### src/rtl/avfs_transition_seq_if.sv
// Request, regulator, clock-select and register-bus signals of the AVFS transition sequencer.
// Handshake: a request transfers on a rising clk edge where req_valid and req_ready are both high;
// req_level must stay stable while req_valid is high, and req_ready never depends on req_valid.
interface avfs_transition_seq_if #(
    parameter int LEVEL_W = 4
);
    logic               req_valid;
    logic [LEVEL_W-1:0] req_level;
    logic               req_ready;
    logic [LEVEL_W-1:0] vreg_level;
    logic               vreg_ack;
    logic [LEVEL_W-1:0] freq_sel;
    logic               busy;
    logic               done;
    logic               err;
    logic               apb_sel;
    logic               apb_we;
    logic [7:0]         apb_addr;
    logic [31:0]        apb_wdata;
    logic [31:0]        apb_rdata;

    modport master (
        output req_valid, req_level, vreg_ack, apb_sel, apb_we, apb_addr, apb_wdata,
        input  req_ready, vreg_level, freq_sel, busy, done, err, apb_rdata
    );

    modport slave (
        input  req_valid, req_level, vreg_ack, apb_sel, apb_we, apb_addr, apb_wdata,
        output req_ready, vreg_level, freq_sel, busy, done, err, apb_rdata
    );
endinterface

### src/rtl/avfs_transition_seq.sv
// Orders regulator and clock-select updates so frequency never runs ahead of voltage:
// voltage first when raising, frequency first when lowering, with settle and ack-timeout timing.
module avfs_transition_seq #(
    parameter int LEVEL_W     = 4,
    parameter int MAX_LEVEL   = 15,
    parameter int DEF_SETTLE  = 64,
    parameter int DEF_TIMEOUT = 1024
) (
    input  logic                 clk,
    input  logic                 rst_n,
    avfs_transition_seq_if.slave bus
);
    localparam logic [2:0] IDLE     = 3'd0;
    localparam logic [2:0] V_RAISE  = 3'd1;
    localparam logic [2:0] V_SETTLE = 3'd2;
    localparam logic [2:0] F_SET    = 3'd3;
    localparam logic [2:0] F_HOLD   = 3'd4;
    localparam logic [2:0] V_LOWER  = 3'd5;
    localparam logic [2:0] DONE     = 3'd6;

    logic [2:0]         state;
    logic               enable;
    logic [15:0]        settle;
    logic [15:0]        ack_timeout;
    logic [15:0]        cnt;
    logic               err_q;
    logic [LEVEL_W-1:0] cur_level;
    logic [LEVEL_W-1:0] tgt_level;
    logic [LEVEL_W-1:0] vreg_q;
    logic [LEVEL_W-1:0] freq_q;
    logic [LEVEL_W-1:0] req_clamped;
    logic               reg_wr;
    logic               err_clr;
    logic               accept;
    logic               ack_wait;
    logic               timeout_hit;
    logic [15:0]        settle_ld;
    logic [15:0]        timeout_ld;
    logic               unused_wdata;

    assign req_clamped = (bus.req_level > LEVEL_W'(MAX_LEVEL)) ? LEVEL_W'(MAX_LEVEL) : bus.req_level;
    assign reg_wr      = bus.apb_sel & bus.apb_we;
    assign err_clr     = reg_wr && (bus.apb_addr == 8'h00) && bus.apb_wdata[1];
    assign accept      = bus.req_valid && bus.req_ready;
    assign ack_wait    = (state == V_RAISE) || (state == V_LOWER);
    // An ack in the final wait cycle wins over the timeout.
    assign timeout_hit = ack_wait && !bus.vreg_ack && (cnt == 16'd0);

    // Counters run down to zero; a zero register still gives one cycle.
    assign settle_ld   = (settle == 16'd0) ? 16'd0 : settle - 16'd1;
    assign timeout_ld  = (ack_timeout == 16'd0) ? 16'd0 : ack_timeout - 16'd1;

    assign bus.req_ready  = enable && (state == IDLE);
    assign bus.vreg_level = vreg_q;
    assign bus.freq_sel   = freq_q;
    assign bus.busy       = (state != IDLE);
    assign bus.done       = (state == DONE);
    assign bus.err        = err_q;
    assign unused_wdata   = ^bus.apb_wdata[31:16];

    always_ff @(posedge clk or negedge rst_n) begin
        if (!rst_n) begin
            enable      <= 1'b0;
            settle      <= 16'(DEF_SETTLE);
            ack_timeout <= 16'(DEF_TIMEOUT);
        end else if (reg_wr) begin
            case (bus.apb_addr)
                8'h00:   enable      <= bus.apb_wdata[0];
                8'h04:   settle      <= bus.apb_wdata[15:0];
                8'h08:   ack_timeout <= bus.apb_wdata[15:0];
                default: ;
            endcase
        end
    end

    always_ff @(posedge clk or negedge rst_n) begin
        if (!rst_n) begin
            err_q <= 1'b0;
        end else if (timeout_hit) begin
            err_q <= 1'b1;
        end else if (err_clr) begin
            err_q <= 1'b0;
        end
    end

    always_ff @(posedge clk or negedge rst_n) begin
        if (!rst_n) begin
            state     <= IDLE;
            cnt       <= 16'd0;
            cur_level <= '0;
            tgt_level <= '0;
            vreg_q    <= '0;
            freq_q    <= '0;
        end else begin
            case (state)
                IDLE: begin
                    if (accept) begin
                        tgt_level <= req_clamped;
                        if (req_clamped == cur_level) begin
                            state <= DONE;
                        end else if (req_clamped > cur_level) begin
                            state  <= V_RAISE;
                            vreg_q <= req_clamped;
                            cnt    <= timeout_ld;
                        end else begin
                            state  <= F_SET;
                            freq_q <= req_clamped;
                        end
                    end
                end
                V_RAISE: begin
                    if (bus.vreg_ack) begin
                        state <= V_SETTLE;
                        cnt   <= settle_ld;
                    end else if (cnt == 16'd0) begin
                        state  <= DONE;
                        vreg_q <= cur_level;
                        freq_q <= cur_level;
                    end else begin
                        cnt <= cnt - 16'd1;
                    end
                end
                V_SETTLE: begin
                    if (cnt == 16'd0) begin
                        state  <= F_SET;
                        freq_q <= tgt_level;
                    end else begin
                        cnt <= cnt - 16'd1;
                    end
                end
                F_SET: begin
                    // cur_level still holds the old level, so this tells the two paths apart.
                    if (tgt_level > cur_level) begin
                        state     <= DONE;
                        cur_level <= tgt_level;
                    end else begin
                        state <= F_HOLD;
                        cnt   <= settle_ld;
                    end
                end
                F_HOLD: begin
                    if (cnt == 16'd0) begin
                        state  <= V_LOWER;
                        vreg_q <= tgt_level;
                        cnt    <= timeout_ld;
                    end else begin
                        cnt <= cnt - 16'd1;
                    end
                end
                V_LOWER: begin
                    if (bus.vreg_ack) begin
                        state     <= DONE;
                        cur_level <= tgt_level;
                    end else if (cnt == 16'd0) begin
                        state  <= DONE;
                        vreg_q <= cur_level;
                        freq_q <= cur_level;
                    end else begin
                        cnt <= cnt - 16'd1;
                    end
                end
                DONE:    state <= IDLE;
                default: state <= IDLE;
            endcase
        end
    end

    always_comb begin
        bus.apb_rdata = 32'd0;
        if (bus.apb_sel && !bus.apb_we) begin
            case (bus.apb_addr)
                8'h00:   bus.apb_rdata = {31'd0, enable};
                8'h04:   bus.apb_rdata = {16'd0, settle};
                8'h08:   bus.apb_rdata = {16'd0, ack_timeout};
                8'h0C:   bus.apb_rdata = {19'd0, state, err_q, bus.busy, 4'(tgt_level), 4'(cur_level)};
                default: bus.apb_rdata = 32'd0;
            endcase
        end
    end
endmodule

### src/flat_wrapper.sv
// flat-port wrapper written by rule: the top's interface ports become plain ports
module avfs_transition_seq_flat 
#(
    parameter int LEVEL_W     = 4,
    parameter int MAX_LEVEL   = 15,
    parameter int DEF_SETTLE  = 64,
    parameter int DEF_TIMEOUT = 1024
)
  (clk, rst_n, bus_req_valid, bus_req_level, bus_vreg_ack, bus_apb_sel, bus_apb_we, bus_apb_addr, bus_apb_wdata, bus_req_ready, bus_vreg_level, bus_freq_sel, bus_busy, bus_done, bus_err, bus_apb_rdata);
  avfs_transition_seq_if #(.LEVEL_W(LEVEL_W)) bus_i ();
  input  logic clk;
  input  logic rst_n;
  input wire logic [$bits(bus_i.req_valid)-1:0] bus_req_valid;
  input wire logic [$bits(bus_i.req_level)-1:0] bus_req_level;
  input wire logic [$bits(bus_i.vreg_ack)-1:0] bus_vreg_ack;
  input wire logic [$bits(bus_i.apb_sel)-1:0] bus_apb_sel;
  input wire logic [$bits(bus_i.apb_we)-1:0] bus_apb_we;
  input wire logic [$bits(bus_i.apb_addr)-1:0] bus_apb_addr;
  input wire logic [$bits(bus_i.apb_wdata)-1:0] bus_apb_wdata;
  output wire logic [$bits(bus_i.req_ready)-1:0] bus_req_ready;
  output wire logic [$bits(bus_i.vreg_level)-1:0] bus_vreg_level;
  output wire logic [$bits(bus_i.freq_sel)-1:0] bus_freq_sel;
  output wire logic [$bits(bus_i.busy)-1:0] bus_busy;
  output wire logic [$bits(bus_i.done)-1:0] bus_done;
  output wire logic [$bits(bus_i.err)-1:0] bus_err;
  output wire logic [$bits(bus_i.apb_rdata)-1:0] bus_apb_rdata;
  assign bus_i.req_valid = bus_req_valid;
  assign bus_i.req_level = bus_req_level;
  assign bus_i.vreg_ack = bus_vreg_ack;
  assign bus_i.apb_sel = bus_apb_sel;
  assign bus_i.apb_we = bus_apb_we;
  assign bus_i.apb_addr = bus_apb_addr;
  assign bus_i.apb_wdata = bus_apb_wdata;
  assign bus_req_ready = bus_i.req_ready;
  assign bus_vreg_level = bus_i.vreg_level;
  assign bus_freq_sel = bus_i.freq_sel;
  assign bus_busy = bus_i.busy;
  assign bus_done = bus_i.done;
  assign bus_err = bus_i.err;
  assign bus_apb_rdata = bus_i.apb_rdata;
  avfs_transition_seq #(.LEVEL_W(LEVEL_W), .MAX_LEVEL(MAX_LEVEL), .DEF_SETTLE(DEF_SETTLE), .DEF_TIMEOUT(DEF_TIMEOUT)) u_core (.clk(clk), .rst_n(rst_n), .bus(bus_i));
endmodule
### config.mk
export PLATFORM = sky130hd
export DESIGN_NAME = avfs_transition_seq_flat
export DESIGN_NICKNAME = d
export VERILOG_FILES = /design/src/rtl/avfs_transition_seq_if.sv /design/src/rtl/avfs_transition_seq.sv /design/src/flat_wrapper.sv
export SDC_FILE = /design/constraint.sdc
export NUM_CORES = 1
export LEC_CHECK = 0
export BUFFER_PORTS_ARGS = -buffer_cell sky130_fd_sc_hd__buf_4
export CAP_MARGIN = 20
export CORE_ASPECT_RATIO = 0.9
export CORE_MARGIN = 8
export CORE_UTILIZATION = 38
export CTS_CLUSTER_SIZE = 28
export DETAILED_ROUTE_END_ITERATION = 16
export PLACE_DENSITY = 0.59
export SYNTH_ARGS = -nofsm -noshare
export SYNTH_HDL_FRONTEND = slang
export SYNTH_SLANG_ARGS = --single-unit
### constraint.sdc
create_clock -name clk -period 6.2 [get_ports clk]
set_input_delay 0.31 -clock clk [delete_from_list [all_inputs] [get_ports clk]]
set_output_delay 0.31 -clock clk [all_outputs]
set_load 0.01 [all_outputs]
==> summary.md <==
| Metric | Value |
|---|---|
| Outcome | `finished, final reports clean` |
| Max-Slew Margin vs Limit | `about 32%` |
| Number of global-route vias before repair | `between 4000 and 5000` |
| Post-cts sizing count | `0` |
| Hold Slack | `approximately 110 ps` |
| Area of placed instances | `between 0.005 and 0.006 mm²` |
| Max Freq | `about 290 MHz` |
| Final period util | `between 50 and 60%` |
| I/O pin cnt | `94` |
| Area grow syn2layout | `16.0%` |
| PortBufs | `61` |
| Max-Cap Viols | `0` |
| Clock skew | `between 4 and 5 ps` |
| RSZ-0062 raised after global routing | `no` |
| Pwr dens | `388 mW/mm²` |
| Int Pwr | `around 1.3 mW` |
| Xor and xnor area share after synthesis | `4.64%` |
| Slew Limit Fails | `0` |
| Critical Path Fanout Max | `29` |
| Nature of the critical path startpoint | `register` |
| Post-Synthesis Mean Instance Area | `just over 9 µm²` |
| Post-synth top area share | `between 30% and 40%` |
| GRT Max-Usage Layer | `met2` |
| Clock power share | `24.1%` |
| Post-synthesis compound-gate area fraction | `about 17%` |
| Final Hold Vio Count | `0` |
| Num CTS Buffers | `9` |
| Cell variety after synth | `a little over 70` |
| Primary FF master, synth | `dfrtp_1` |
| Seq cells post-synth | `roughly 70` |
| Cts hold-fix bufs | `0` |
| Net Sw Frac | `between 40% and 50%` |
| R2R Setup Slk | `around 2700 ps` |
| Fill cells | `roughly 1300` |
| Leak | `2.64 nW` |
| First-pass iteration count of the detailed router | `5` |
| Synth Area in Adders | `approximately 2.9%` |
| Largest family of logic cells by synthesized area | `simple AND/OR/NAND/NOR gates` |
| Initial antenna violation count | `0` |
| Critical Path Source | `u_core.state[1]` |
| Critical R2R Capture | `u_core.cnt[1]` |
| HPWL Detailed | `between 10000 and 15000 µm` |
| M2 GR Usage | `a little under a quarter` |
| Routability Congestion | `approximately 0.84` |
| Worst-Margin Slew | `between 1000 and 1500 ps` |
| H-tree depth | `3` |
| Post-Syn Instances | `560` |
| DRC viols | `0` |
| Synth Area in Simple Gates | `a little over a fifth` |
| Total negative setup slack | `0 ps` |
| TritonCTS clock tree | `done` |
| Critical path arrival | `3660 ps` |
| Starting Density | `about two fifths` |
| CP Capture Type | `register` |
| GR Overflow Total | `0` |
| Sequential fraction of the synthesis area | `33.9%` |
| Root Buffer Master | `clkbuf_16` |
| Die area | `between 0.015 and 0.02 mm²` |
| Post-DRT Antenna Nets | `0` |
| Rows | `40` |
| Combinational share of power | `45.0%` |
| Reg2Reg Launch Point | `u_core.state[1]` |
| Critical path required time | `about 6400 ps` |
| Post-Syn Area | `slightly above 0.005 mm²` |
| # Post-CTS Setup Buffers | `0` |
| Largest net degree at the start of global routing | `70` |
| Post-synth EDFFs | `0` |
| Final net count | `670` |
| Post-Route WL | `between 10000 and 15000 µm` |
| Clock buffer depth | `2` |
| # setup viols final | `0` |
| Post-synthesis mux area share | `~14%` |
| Routing usage on met3 | `under 10%` |
| Max VDD drop | `~0.16 mV` |
| Top post-synthesis cells by area | `dfrtp_1 33%, mux2_2 12%, nor2_1 4.4%` |
| Area leader, netlist | `dfrtp_1` |
| Most frequent cells in the layout | `67 x dfrtp_1, 62 x buf_4, 60 x nor2_1` |
| Share of layout cells above drive strength 1 | `25.1%` |
| Clock transition at path regs | `60 ps` |
| Die X | `between 100 and 150 µm` |
| Net Sw Power | `~960 µW` |
| Hold/Removal Path Class | `in -> async` |
| WS Path Type | `reg -> reg` |
| Yosys Warn Count | `0` |
| ANT cells | `0` |
| Via count | `about 4400` |
| DRT iter0 DRCs | `~370` |
| GRT Overall Usage | `between 10% and 20%` |
| Min Tclk post-route | `about 3500 ps` |
| Met1 global-route usage | `a little under a quarter` |
| Routed length per instance | `about 19 µm` |
| Setup crit end | `u_core.cnt[1]` |
| Core area | `between 0.01 and 0.015 mm²` |
| Vias per cell | `approximately 5.7` |
| Flop pwr share | `a little under a third` |
| Async SR Flop Fraction | `between 90% and 100%` |
| # clock sinks | `between 60 and 70` |
| Vert. Die Dim | `approximately 130 µm` |
| First-pass GRT wire length | `roughly 24000 µm` |
| Most common cell after layout, fill and taps aside | `dfrtp_1` |
| Final instance area | `between 0.005 and 0.006 mm²` |
| Clock Latency Late Sink | `~340 ps` |
| Worst reg2reg path depth | `7` |
## kinds of logic (layout without fill, tap and decap cells)
group / Yosys count / in the layout
and+or+nand+nor: 196 / 196
AOI/OAI and AO/OA: 133 / 133
DFF: 69 / 69
muxes: 63 / 63
buffers and inverters: 59 / 97
xor gates and xnor gates: 27 / 27
adders and majority gates: 12 / 12
other: 1 / 16
## per-layer routing
layer  share of wire [%]  routed length, µm
met5                   0                  0
met4                 1.2                172
met3                 6.7                969
met2                  44               6350
met1                  48               7010
## Yosys cell counts, types with 9 or more instances
library cell  count
nand2_1          35
inv_1            19
nand3_1          10
nand4_1          11
nor3_1           18
buf_4            17
ha_1             12
a22oi_1          23
xor2_1           12
mux2_2           55
o21ai_0          38
nor2b_1           9
nor2_1           60
a21oi_1          20
dfrtp_1          67
clkbuf_1         13
xnor2_1          15
## critical path, stage by stage (launching register included)
cell       delay [ps]
dfrtp_1           940
nor3_2            220
inv_1             220
a31oi_1            70
a21oi_1           340
nand3_1           810
or2_2             600
o2bb2ai_1         120
## per-stage QoR
step	utilization (%)	total power, mW	cells	setup slack [ps]
3_3_place_gp	42.3	1.71	764	2850
3_5_place_dp	42.3	1.73	764	2810
2_1_floorplan	-	1.44	575	4120
6_report	44.8	2.29	781	2720
4_1_cts	44.7	2.29	780	2800
5_1_grt	44.8	2.46	781	2430
## power groups by stage
stage,Sequential [mW],Clock (mW),Combinational [mW]
5_1_grt,0.729,0.584,1.15
2_1_floorplan,0.648,0,0.794
3_3_place_gp,0.710,0,1.00
4_1_cts,0.705,0.563,1.03
3_5_place_dp,0.714,0,1.02
6_report,0.709,0.552,1.03
## final cells by class
| type | count | area [µm²] | area share, % |
|---|---|---|---|
| Sequential cell | 69 | 1730 | 29.2 |
| Clock inverter | 6 | 87.6 | 1.48 |
| Timing Repair Buffer | 62 | 465 | 7.87 |
| Tap cell | 168 | 210 | 3.55 |
| Clock buffer | 10 | 229 | 3.87 |
| Inverter | 19 | 71.3 | 1.21 |
| Multi-Input combinational cell | 447 | 3120 | 52.8 |
## state kept, by name, summed over array words and instances, names as in the netlist
signal,flops
u_core.enable,1
u_core.bus.freq_sel,4
u_core.ack_timeout,16
u_core.tgt_level,4
u_core.bus.vreg_level,4
u_core.cnt,16
u_core.state,3
u_core.cur_level,4
u_core.settle,16
u_core.bus.err,1
## worst min-delay path by stage
| stage | from | endpoint | slack, ps | cells past startpoint |
|---|---|---|---|---|
| 2_1_floorplan | rst_n | u_core.ack_timeout[0] | 10 | 0 |
| 3_3_place_gp | rst_n | u_core.cur_level[0] | 490 | 1 |
| 3_5_place_dp | u_core.bus.vreg_level[1] | u_core.bus.vreg_level[1] | 500 | 1 |
| 4_1_cts | rst_n | u_core.ack_timeout[2] | 150 | 1 |
| 5_1_grt | rst_n | u_core.cur_level[0] | 180 | 1 |
| 6_report | rst_n | u_core.cur_level[0] | 110 | 1 |
Note: power is estimated with default switching activity, not from simulation.
